===== config.mk =====
export PLATFORM = sky130hd
export DESIGN_NAME = uart_rx
export DESIGN_NICKNAME = d
export VERILOG_FILES = /design/src/rtl/uart_rx.sv
export SDC_FILE = /design/constraint.sdc
export NUM_CORES = 1
export LEC_CHECK = 0
export BUFFER_PORTS_ARGS = -buffer_cell sky130_fd_sc_hd__clkbuf_2
export CAP_MARGIN = 10
export CORE_MARGIN = 5
export CORE_UTILIZATION = 46
export CTS_BUF_LIST = sky130_fd_sc_hd__clkbuf_8
export CTS_CLUSTER_DIAMETER = 80
export CTS_CLUSTER_SIZE = 30
export DETAILED_ROUTE_END_ITERATION = 8
export GPL_ROUTABILITY_DRIVEN = 0
export PLACE_DENSITY_LB_ADDON = 0.05
export SLEW_MARGIN = 20
export SYNTH_ARGS = -nofsm -noshare
export SYNTH_HDL_FRONTEND = slang
export SYNTH_SLANG_ARGS = --single-unit

===== constraint.sdc =====
create_clock -name i_clk -period 2.1 [get_ports i_clk]
set_input_delay 0.21 -clock i_clk [delete_from_list [all_inputs] [get_ports i_clk]]
set_output_delay 0.21 -clock i_clk [all_outputs]
set_load 0.005 [all_outputs]

===== src/rtl/uart_rx.sv =====
// uart_rx: 8N1 serial receiver. It turns the asynchronous line i_rx into bytes.
// A good frame updates the held data bus and pulses o_rx_data_valid for one cycle.
// A stop bit sampled low pulses o_frame_err for one cycle, and the receiver then
// waits for the line to return high before it looks for another start bit.
module uart_rx #(
  parameter int unsigned CLKS_PER_BIT = 868
) (
  input  logic       i_clk,
  input  logic       i_rst_n,
  input  logic       i_rx,
  output logic [7:0] o_rx_data,
  output logic       o_rx_data_valid,
  output logic       o_frame_err,
  output logic       o_busy
);

  localparam int unsigned CNT_W = $clog2(CLKS_PER_BIT);
  localparam logic [CNT_W-1:0] HALF = CNT_W'(CLKS_PER_BIT / 2 - 1);
  localparam logic [CNT_W-1:0] LAST = CNT_W'(CLKS_PER_BIT - 1);

  typedef enum logic [2:0] {
    IDLE,
    START,
    DATA,
    STOP,
    WAIT_HIGH
  } state_t;

  state_t           state;
  logic [CNT_W-1:0] cnt;
  logic [2:0]       bit_idx;
  logic [7:0]       shreg;
  logic             rx_meta;
  logic             rx_s;

  // Two-flop synchronizer; reset to the idle (high) line level.
  always_ff @(posedge i_clk or negedge i_rst_n) begin
    if (!i_rst_n) begin
      rx_meta <= 1'b1;
      rx_s    <= 1'b1;
    end else begin
      rx_meta <= i_rx;
      rx_s    <= rx_meta;
    end
  end

  // Receive FSM: start-bit qualification at mid-bit, then one sample per bit period.
  always_ff @(posedge i_clk or negedge i_rst_n) begin
    if (!i_rst_n) begin
      state           <= IDLE;
      cnt             <= '0;
      bit_idx         <= '0;
      shreg           <= '0;
      o_rx_data       <= '0;
      o_rx_data_valid <= 1'b0;
      o_frame_err     <= 1'b0;
      o_busy          <= 1'b0;
    end else begin
      o_rx_data_valid <= 1'b0;
      o_frame_err     <= 1'b0;
      case (state)
        IDLE: begin
          if (!rx_s) begin
            state  <= START;
            cnt    <= '0;
            o_busy <= 1'b1;
          end
        end
        START: begin
          if (cnt == HALF) begin
            cnt <= '0;
            if (!rx_s) begin
              state   <= DATA;
              bit_idx <= '0;
            end else begin
              // A short low pulse on the line is treated as a glitch.
              state  <= IDLE;
              o_busy <= 1'b0;
            end
          end else begin
            cnt <= cnt + CNT_W'(1);
          end
        end
        DATA: begin
          if (cnt == LAST) begin
            cnt     <= '0;
            shreg   <= {rx_s, shreg[7:1]};
            bit_idx <= bit_idx + 3'd1;
            if (bit_idx == 3'd7) begin
              state <= STOP;
            end
          end else begin
            cnt <= cnt + CNT_W'(1);
          end
        end
        STOP: begin
          if (cnt == LAST) begin
            cnt <= '0;
            if (rx_s) begin
              o_rx_data       <= shreg;
              o_rx_data_valid <= 1'b1;
              state           <= IDLE;
              o_busy          <= 1'b0;
            end else begin
              o_frame_err <= 1'b1;
              state       <= WAIT_HIGH;
            end
          end else begin
            cnt <= cnt + CNT_W'(1);
          end
        end
        WAIT_HIGH: begin
          // Hold off a break until the line returns to idle.
          if (rx_s) begin
            state  <= IDLE;
            o_busy <= 1'b0;
          end
        end
        default: begin
          state  <= IDLE;
          cnt    <= '0;
          o_busy <= 1'b0;
        end
      endcase
    end
  end

endmodule


* After elaboration in Yosys (flattened, before gate mapping)
Index checks and enable logic that the tools add are counted.
** Word-level totals
- Bits in registers :: 37
- Bits of input ports :: 3
- Output and inout bits :: 11
** Cells by class
- Add/subtract/negate cells :: 2
- Equality and inequality tests :: 14
- Multiplexer cells :: 28
- Bitwise operators :: 2
- Reductions and logical operators :: 9
** Operator list (number)
- $pmux 10 s4 :: 1
- $mux 10 :: 3
- $mux 3 :: 10
- $pmux 3 s5 :: 1
- $ne 2x2->1 const B :: 7
- $add 10x1->10 const B :: 1
- $eq 10x10->1 const B :: 1
- $eq 10x9->1 const B :: 1
- $mux 1 :: 10
- $reduce_and 4->1 :: 2
- $eq 3x2->1 const B :: 2
- $eq 3x3->1 const B :: 2
- $pmux 3 s2 :: 1
- $reduce_and 6->1 :: 1
- $pmux 1 s5 :: 1
- $reduce_and 2->1 :: 2
- $add 3x1->3 const B :: 1
- $eq 3x1->1 const B :: 1
- $logic_not 3->1 :: 1
- $reduce_and 3->1 :: 1
- $mux 2 :: 1
- $not 1->1 :: 2
- $reduce_bool 2->1 :: 1
- $reduce_or 2->1 :: 1

* Depth between registers and ports, before layout
Gate-level depths: netlist of run 1.
- Depth after elaboration :: 4
- Mapped depth :: 6
- Gate-level depth less buffers :: 6

* Worst setup path after synthesis of run 1
OpenSTA, ideal clock, no wires.
- Kind :: register -> register
- Start :: register cnt[0]
- End :: register shreg[1]
- Library setup time :: 0.125 ns
- Arrival time :: 1.819 ns
- Required time :: 1.975 ns
- Setup slack :: 0.156 ns
- Cell stages (with the launch flop) :: 7
- Path buffers :: 1
- Period minus slack after synthesis :: 1.944 ns
- Cell sequence :: dfrtp_1 > ha_1 > and4bb_2 > nand3_4 > or3_1 > buf_6 > mux2_4
** On the way
- Word-level cells in the longest chain between the ends :: 2
** RTL lines
- from (decl) :: RTL line 30 : logic [CNT_W-1:0] cnt;
- from (signal assigned) :: RTL line 81 : cnt <= cnt + CNT_W'(1);
- from (signal assigned) :: RTL line 93 : cnt <= cnt + CNT_W'(1);
- from (signal assigned) :: RTL line 109 : cnt <= cnt + CNT_W'(1);
- $eq 10x10->1 :: RTL line 85 : if (cnt == LAST) begin
- $reduce_and 2->1 (no source line)
- to (signal assigned) :: RTL line 87 : shreg <= {rx_s, shreg[7:1]};
- to (decl) :: RTL line 32 : logic [7:0] shreg;
Every way passes these cells.
A chain may end at the register's enable or synchronous reset.

* Final worst setup path of run 1
- Start :: register cnt[1]
- End :: register shreg[5]
Same word-level chain as after synthesis.

==> impl_metrics.tcl, run 1 <==
set metrics [dict create \
    fin_tns_setup_ps 0 \
    synth-seq-cells 37 \
    synth_xor_area_frac 0 \
    cts_sinks 37 \
    final_antenna_net_count 0 \
    viasPerCell 5.59 \
    synth_top_family_by_area "simple AND/OR/NAND/NOR gates" \
    htree_levels 2 \
    p_seq_frac 0.589 \
    cp.required_ps 2280 \
    yosysWarningCount 0 \
    area_growth_syn_to_layout_pct 16.6 \
    cts.path.max_buffers 2 \
    synth_fa_ha_area_frac 0.0324 \
    boundaryPins 14 \
    drive_gt1_frac 0.328 \
    cts_buffers 5 \
    synth_mux_area_frac 0.132 \
    critPathLaunch "cnt[1]" \
    arrival_ps 2080 \
    rows 23 \
    worstSetupEndpointType "flip-flop" \
    final_core_utilization 0.548 \
    rsz0062_at_grt "no" \
    synthCells 159 \
    die_x_um 73.5 \
    swShare 0.222 \
    drv_cap 0 \
    leakage_uw 0.00101 \
    cts_tree "done" \
    skew_ps 5.89 \
    comb_power_share 0.016 \
    synth_area_per_cell_um2 11.7 \
    grt_most_used_layer "met2" \
    regToRegEndpoint "shreg[5]" \
    yosys.area_share.simple 0.184 \
    hp-class "primary input to async pin" \
    io_buffer_count 13 \
    dieArea_um2 5400 \
    final_cells 239 \
    dp_cells 230 \
    insertion_delay_ps 290 \
    p_sw_uw 270 \
    ys_types 43 \
    num_vias 1335 \
    p_clk_frac 0.395 \
    num_antenna_cells 0 \
    use_met1 0.200 \
    synth-compound-area-share 0.122 \
    post-route-min-period_ps 1910 \
    setup_violations 0 \
    slew_headroom 0.400 \
    drt_wl_total_um 3680 \
    dr.pass1.iters 4 \
    worst_pin_slew_ps 900 \
    grt_use_met2 0.245 \
    grt_max_degree 38 \
    antenna_found_initial 0 \
    synth_top_area_frac 0.473 \
    ir_drop_v 0.000314 \
    overflow 0 \
    drv_slew 0 \
    pwr_density_cell_nw_per_um2 564 \
    core_area_um2 3940 \
    finalHoldViolations 0 \
    root_buffer "clkbuf_8" \
    final_common_cell "dfrtp_1" \
    clkSlewWorstSetupHoldPaths_ps 80 \
    syn_nets 166 \
    remaining_drc_errors 0 \
    grtUsageMet3 0.0369 \
    ys_top_cells_by_area "dfrtp_1, mux2_4, nand2_1" \
    min_period_over_period 0.908 \
    cts_setup_buffers 0 \
    finalNetCount 195 \
    grt_pass1_wl_um 6310 \
    status "finished, final reports clean" \
    regToRegSetupSlack_ps 190 \
    wl_per_cell_um 15.4 \
    grt_pass1_vias 1302 \
    final_cell_mix "dfrtp_1, nand2_1, mux2_4" \
    syn_area_um2 1850 \
    path_max_fanout 6 \
    worstSetupStartpointType "flip-flop" \
    yosys.area.top_type "dfrtp_1" \
    hpwl_um 2660 \
    r2r-start "cnt[1]" \
    fmax_mhz 524 \
    cellInternalPower_uw 948 \
    globalRouteTotalUtil 0.152 \
    start_util 0.470 \
    dieHeight_um 73.5 \
    drtIter0Drc 61 \
    worstRegToRegCells 5 \
    nFillCells 347 \
    crit_type "flip-flop to flip-flop" \
    yosysSeqAreaShare 0.501 \
]
area by class of cell:
cell class / count / area [um^2] / area share
clock inverter: 3 / 17.5 / 0.00811
multi-input combinational: 111 / 876 / 0.405
clock buffer: 5 / 68.8 / 0.0318
inverter: 6 / 22.5 / 0.0104
timing repair buffer: 27 / 185 / 0.0857
sequential: 37 / 928 / 0.430
tap: 50 / 62.6 / 0.0290
kinds of logic (layout without fill, tap and decap cells):
kind of cell,after synthesis,count (layout)
simple gates,57,57
fa+ha+maj,5,5
mux,17,17
buf+inv,11,41
compound gates,32,32
flops,37,37
flip-flops by register name (all words and copies together) (netlist names):
register and flops:
o_busy 1, shreg 8, bit_idx 3, rx_meta 1, cnt 10, state 3, o_frame_err 1, o_rx_data 8
o_rx_data_valid 1, rx_s 1
power groups by stage:
| stage | Sequential (uW) | Combinational, uW | Clock [uW] |
|---|---|---|---|
| 2_1_floorplan | 731 | 3.43 | 0 |
| 3_3_place_gp | 732 | 19.1 | 0 |
| 3_5_place_dp | 732 | 19.9 | 0 |
| 4_1_cts | 718 | 21.4 | 500 |
| 5_1_grt | 718 | 24.8 | 528 |
| 6_report | 718 | 19.8 | 481 |
timing repair:
item                                   in CTS  in global routing
hold buffers                                1                  0
resized for setup                           0                  1
endpoints found under the hold margin       1                  0
setup endpoints to repair                   0                  6
cell usage after synthesis, drive strengths merged:
| cell | n |
|---|---|
| nor2 | 7 |
| a21oi | 3 |
| dfrtp | 35 |
| o31a | 1 |
| nand2b | 1 |
| nor3b | 1 |
| mux2 | 17 |
| and4bb | 2 |
| nor3 | 7 |
| a22o | 2 |
| o311ai | 1 |
| nand4 | 2 |
| and2 | 2 |
| maj3 | 1 |
| clkbuf | 2 |
| o31ai | 1 |
| inv | 6 |
| nor4 | 1 |
| a31oi | 2 |
| buf | 3 |
| o211ai | 7 |
| o21ai | 9 |
| nand2 | 17 |
| nor2b | 2 |
| or3b | 1 |
| dfstp | 2 |
| nand3 | 7 |
| a22oi | 1 |
| a2bb2oi | 1 |
| or4 | 3 |
| o22ai | 2 |
| ha | 4 |
| o2bb2ai | 1 |
| a211o | 1 |
| nand3b | 1 |
| or3 | 3 |
through the flow:
step           hold WS [ps]  area, um^2  total power [uW]  worst slack, ps
2_1_floorplan         -85.6        1850               734              156
3_3_place_gp            300        2060               751              126
3_5_place_dp            300        2060               752             98.8
4_1_cts                74.3        2160              1240             76.9
5_1_grt                 132        2160              1270             98.3
6_report               38.5        2160              1220              193
routing by layer:
metal / part of all wire / vias to the layer above
met5: 0 / -
met4: 0.0079 / 0
met3: 0.049 / 4
met2: 0.49 / 33
met1: 0.45 / 654
li1: - / 644
how the worst max path moves through the flow:
stage	end	cells after the start	slack (ps)
2_1_floorplan	shreg[1]	6	160
3_3_place_gp	shreg[4]	5	130
5_1_grt	shreg[6]	5	100
4_1_cts	shreg[7]	5	80
6_report	shreg[5]	5	190
3_5_place_dp	shreg[4]	5	100
critical path, stage by stage (launching register included):
cell and delay [ps]:
dfrtp_1 390, ha_1 170, and4bb_2 310, nand3_4 130
or3_4 460, mux2_4 320
Power figures use the tool's default switching activity.
==> run 2: changes to the inputs <==
ABC_AREA = 1   (was not set)
CORE_MARGIN = 10   (was 5)
CORE_UTILIZATION = 36   (was 46)
==> run 2 against run 1 <==
  * Die area increased by 55%
  * Sequential cell count did not move
  * Core utilization shrank 11 points
  * Via count up 2.8%
  * Sequential share of layout area rose by 1.2 points
  * Sequential power barely moved
  * Setup slack improved by 380 ps
  * Cell count rose by 31%
  * Clock skew is 1.6 ps higher
  * Cell area fell by 2.7%
  * Critical path type unchanged
  * Critical endpoint is now cnt[5]
  * Largest cell class unchanged
==> impl_metrics.tcl, run 2 <==
set metrics [dict create \
    viasPerCell 4.38 \
    finalNetCount 253 \
    grt_pass1_wl_um 6510 \
    boundaryPins 14 \
    cts_tree "done" \
    synth_common_cells "nand2_1, dfrtp_1, inv_1, nor2_1, nand3_1" \
    antenna_found_initial 0 \
    cp.required_ps 2290 \
    dieArea_um2 8350 \
    cts_buffers 5 \
    dieHeight_um 91.4 \
    rows 25 \
    root_buffer "clkbuf_8" \
    insertion_delay_ps 290 \
    finalHoldViolations 0 \
    remaining_drc_errors 0 \
    drv_slew 0 \
    fmax_mhz 656 \
    die_x_um 91.4 \
    synth-edff-count 0 \
    dr.pass1.iters 4 \
    post-route-min-period_ps 1520 \
    nFillCells 513 \
    yosysSeqAreaShare 0.506 \
    min_period_over_period 0.726 \
    path_cells "ha_1, nand3_2, nor2_1, nand2_1, nand2_1, nand2_4, nor2_8, inv_2, nand2_1, inv_1" \
    synthCells 224 \
    cp_num_buf_inv 2 \
    final_cell_mix "nand2_1, dfrtp_1, inv_1" \
    synth_top_area_frac 0.477 \
    p_seq_frac 0.534 \
    p_sw_uw 278 \
    drt_wl_total_um 3680 \
    synth-async-reset-ratio 1.00 \
    num_antenna_cells 0 \
    dp_cells 304 \
    final_cells 313 \
    crit_type "flip-flop to flip-flop" \
    timing.hold.ws_ps 369 \
    worst_pin_slew_ps 524 \
    regToRegSetupSlack_ps 580 \
    cts.path.max_buffers 2 \
    overflow 0 \
    hpwl_um 2760 \
    leakage_uw 0.00120 \
    seqCellArea_um2 928 \
    drv_cap 0 \
    cts_sinks 37 \
    start_util 0.381 \
    worstSetupEndpointType "flip-flop" \
    grt_max_degree 24 \
    slowest_stage "dfrtp_1" \
    r2r-start "cnt[0]" \
    final_antenna_net_count 0 \
    htree_levels 2 \
    num_vias 1372 \
    hp-class "primary input to async pin" \
    status "finished, final reports clean" \
    path_max_fanout 5 \
    yosysMostFrequentCell "nand2_1" \
    slew_headroom 0.651 \
    ir_drop_v 0.000247 \
    synth-seq-cells 37 \
    largest_reg_flops 10 \
    p_clk_frac 0.449 \
    regToRegEndpoint "cnt[5]" \
    yosys.area.top_type "dfrtp_1" \
    yosysWarningCount 0 \
    setup_violations 0 \
    core_area_um2 4820 \
    ys_types 28 \
    reg.largest.list "cnt (10), o_rx_data (8), shreg (8)" \
    clkSlewWorstSetupHoldPaths_ps 70 \
    area_growth_syn_to_layout_pct 14.7 \
    rsz0062_at_grt "no" \
    io_buffer_count 13 \
    fin_tns_setup_ps 0 \
    syn_area_um2 1830 \
    cts_resized 0 \
    swShare 0.207 \
    drive_gt1_frac 0.191 \
    synth_flop_cell "dfrtp_1" \
    slowest_delay_ps 410 \
    multiInputGateArea_um2 771 \
    arrival_ps 1710 \
    cellInternalPower_uw 1070 \
    final_common_cell "nand2_1" \
    skew_ps 7.50 \
    syn_nets 231 \
    path_common_cell "nand2_1" \
    ys_top_cells_by_area "dfrtp_1, nand2_1, inv_1" \
    worstSetupStartpointType "flip-flop" \
    wl_per_cell_um 11.7 \
    pwr_density_cell_nw_per_um2 639 \
    crit_family "simple AND/OR/NAND/NOR gates" \
    worstRegToRegCells 10 \
    comb_power_share 0.017 \
    grt_pass1_vias 1387 \
    globalRouteTotalUtil 0.0945 \
    drtIter0Drc 43 \
    synth_area_per_cell_um2 8.19 \
    largest-register "cnt" \
]
[run 2: changes by cell type in the layout (fill, tap and decap cells not counted), sizes merged, moves of 3 or more]
cell,delta
nor3,-6
o211ai,-7
or4,-3
mux2,-17
inv,+24
nand2,+79
or3,-3
nand3,+5
buf,-12
nor2,+15
[run 2: kinds of logic after synthesis]
| logic type | share of synthesized area |
|---|---|
| buffers and inverters | 0.0737 |
| and+or+nand+nor | 0.339 |
| xor gates and xnor gates | 0.00955 |
| DFF | 0.506 |
| AOI/OAI and AO/OA | 0.0443 |
| adders and majority gates | 0.0273 |
[run 2: worst register-to-register path: stages, from the launching register on]
cell	delay [ps]
dfrtp_1	410
ha_1	220
nand3_2	100
nor2_1	90
nand2_1	100
nand2_1	130
nand2_4	110
nor2_8	140
inv_2	50
nand2_1	50
inv_1	30
[run 2: final cells by class]
class / instances / area share
flip-flops and latches: 37 / 0.441
multi-input cells: 155 / 0.366
inverters: 31 / 0.0589
repair buffers: 16 / 0.0440
well taps: 67 / 0.0399
clock buffers: 5 / 0.0327
clock inverters: 2 / 0.0167
[run 2: how the worst max path moves through the flow]
stage                      start     end  cells after the start
after CTS                 cnt[0]  cnt[5]                     10
final                     cnt[0]  cnt[5]                     10
after detailed placement  cnt[0]  cnt[5]                     10
after global routing      cnt[0]  cnt[8]                      8
after floorplan           cnt[0]  cnt[8]                     10
after global placement    cnt[0]  cnt[8]                     10
[run 2: what timing repair did]
item / CTS / global route
endpoints found under the hold margin: 15 / 0
hold buffers: 2 / 0
setup buffers: 0 / 0
[run 2: power by group through the flow]
stage / sequential (uW) / combinational [uW] / clock [uW]
final: 718 / 22.6 / 604
after global routing: 718 / 26.8 / 656
after CTS: 718 / 24.7 / 629
after detailed placement: 732 / 21.8 / 0
after global placement: 732 / 21.6 / 0
after floorplan: 732 / 2.35 / 0
[run 2: metrics by stage]
stage                     total power (uW)  setup slack (ps)  cell area [um^2]  utilization
after floorplan                        734               749              1830            -
after global placement                 754               559              1980        0.411
after detailed placement               754               596              1980        0.411
after CTS                             1370               573              2100        0.437
after global routing                  1400               384              2100        0.437
final                                 1340               576              2100        0.437
[run 2: per-layer routing]
| layer | vias to the layer above | wire length (um) | GRT usage |
|---|---|---|---|
| met1 | 617 | 1820 | 0.117 |
| met2 | 16 | 1640 | 0.145 |
| met5 | - | 0 | 0 |
| met3 | 10 | 155 | 0.0346 |
| li1 | 729 | - | - |
| met4 | 0 | 65 | 0.0379 |
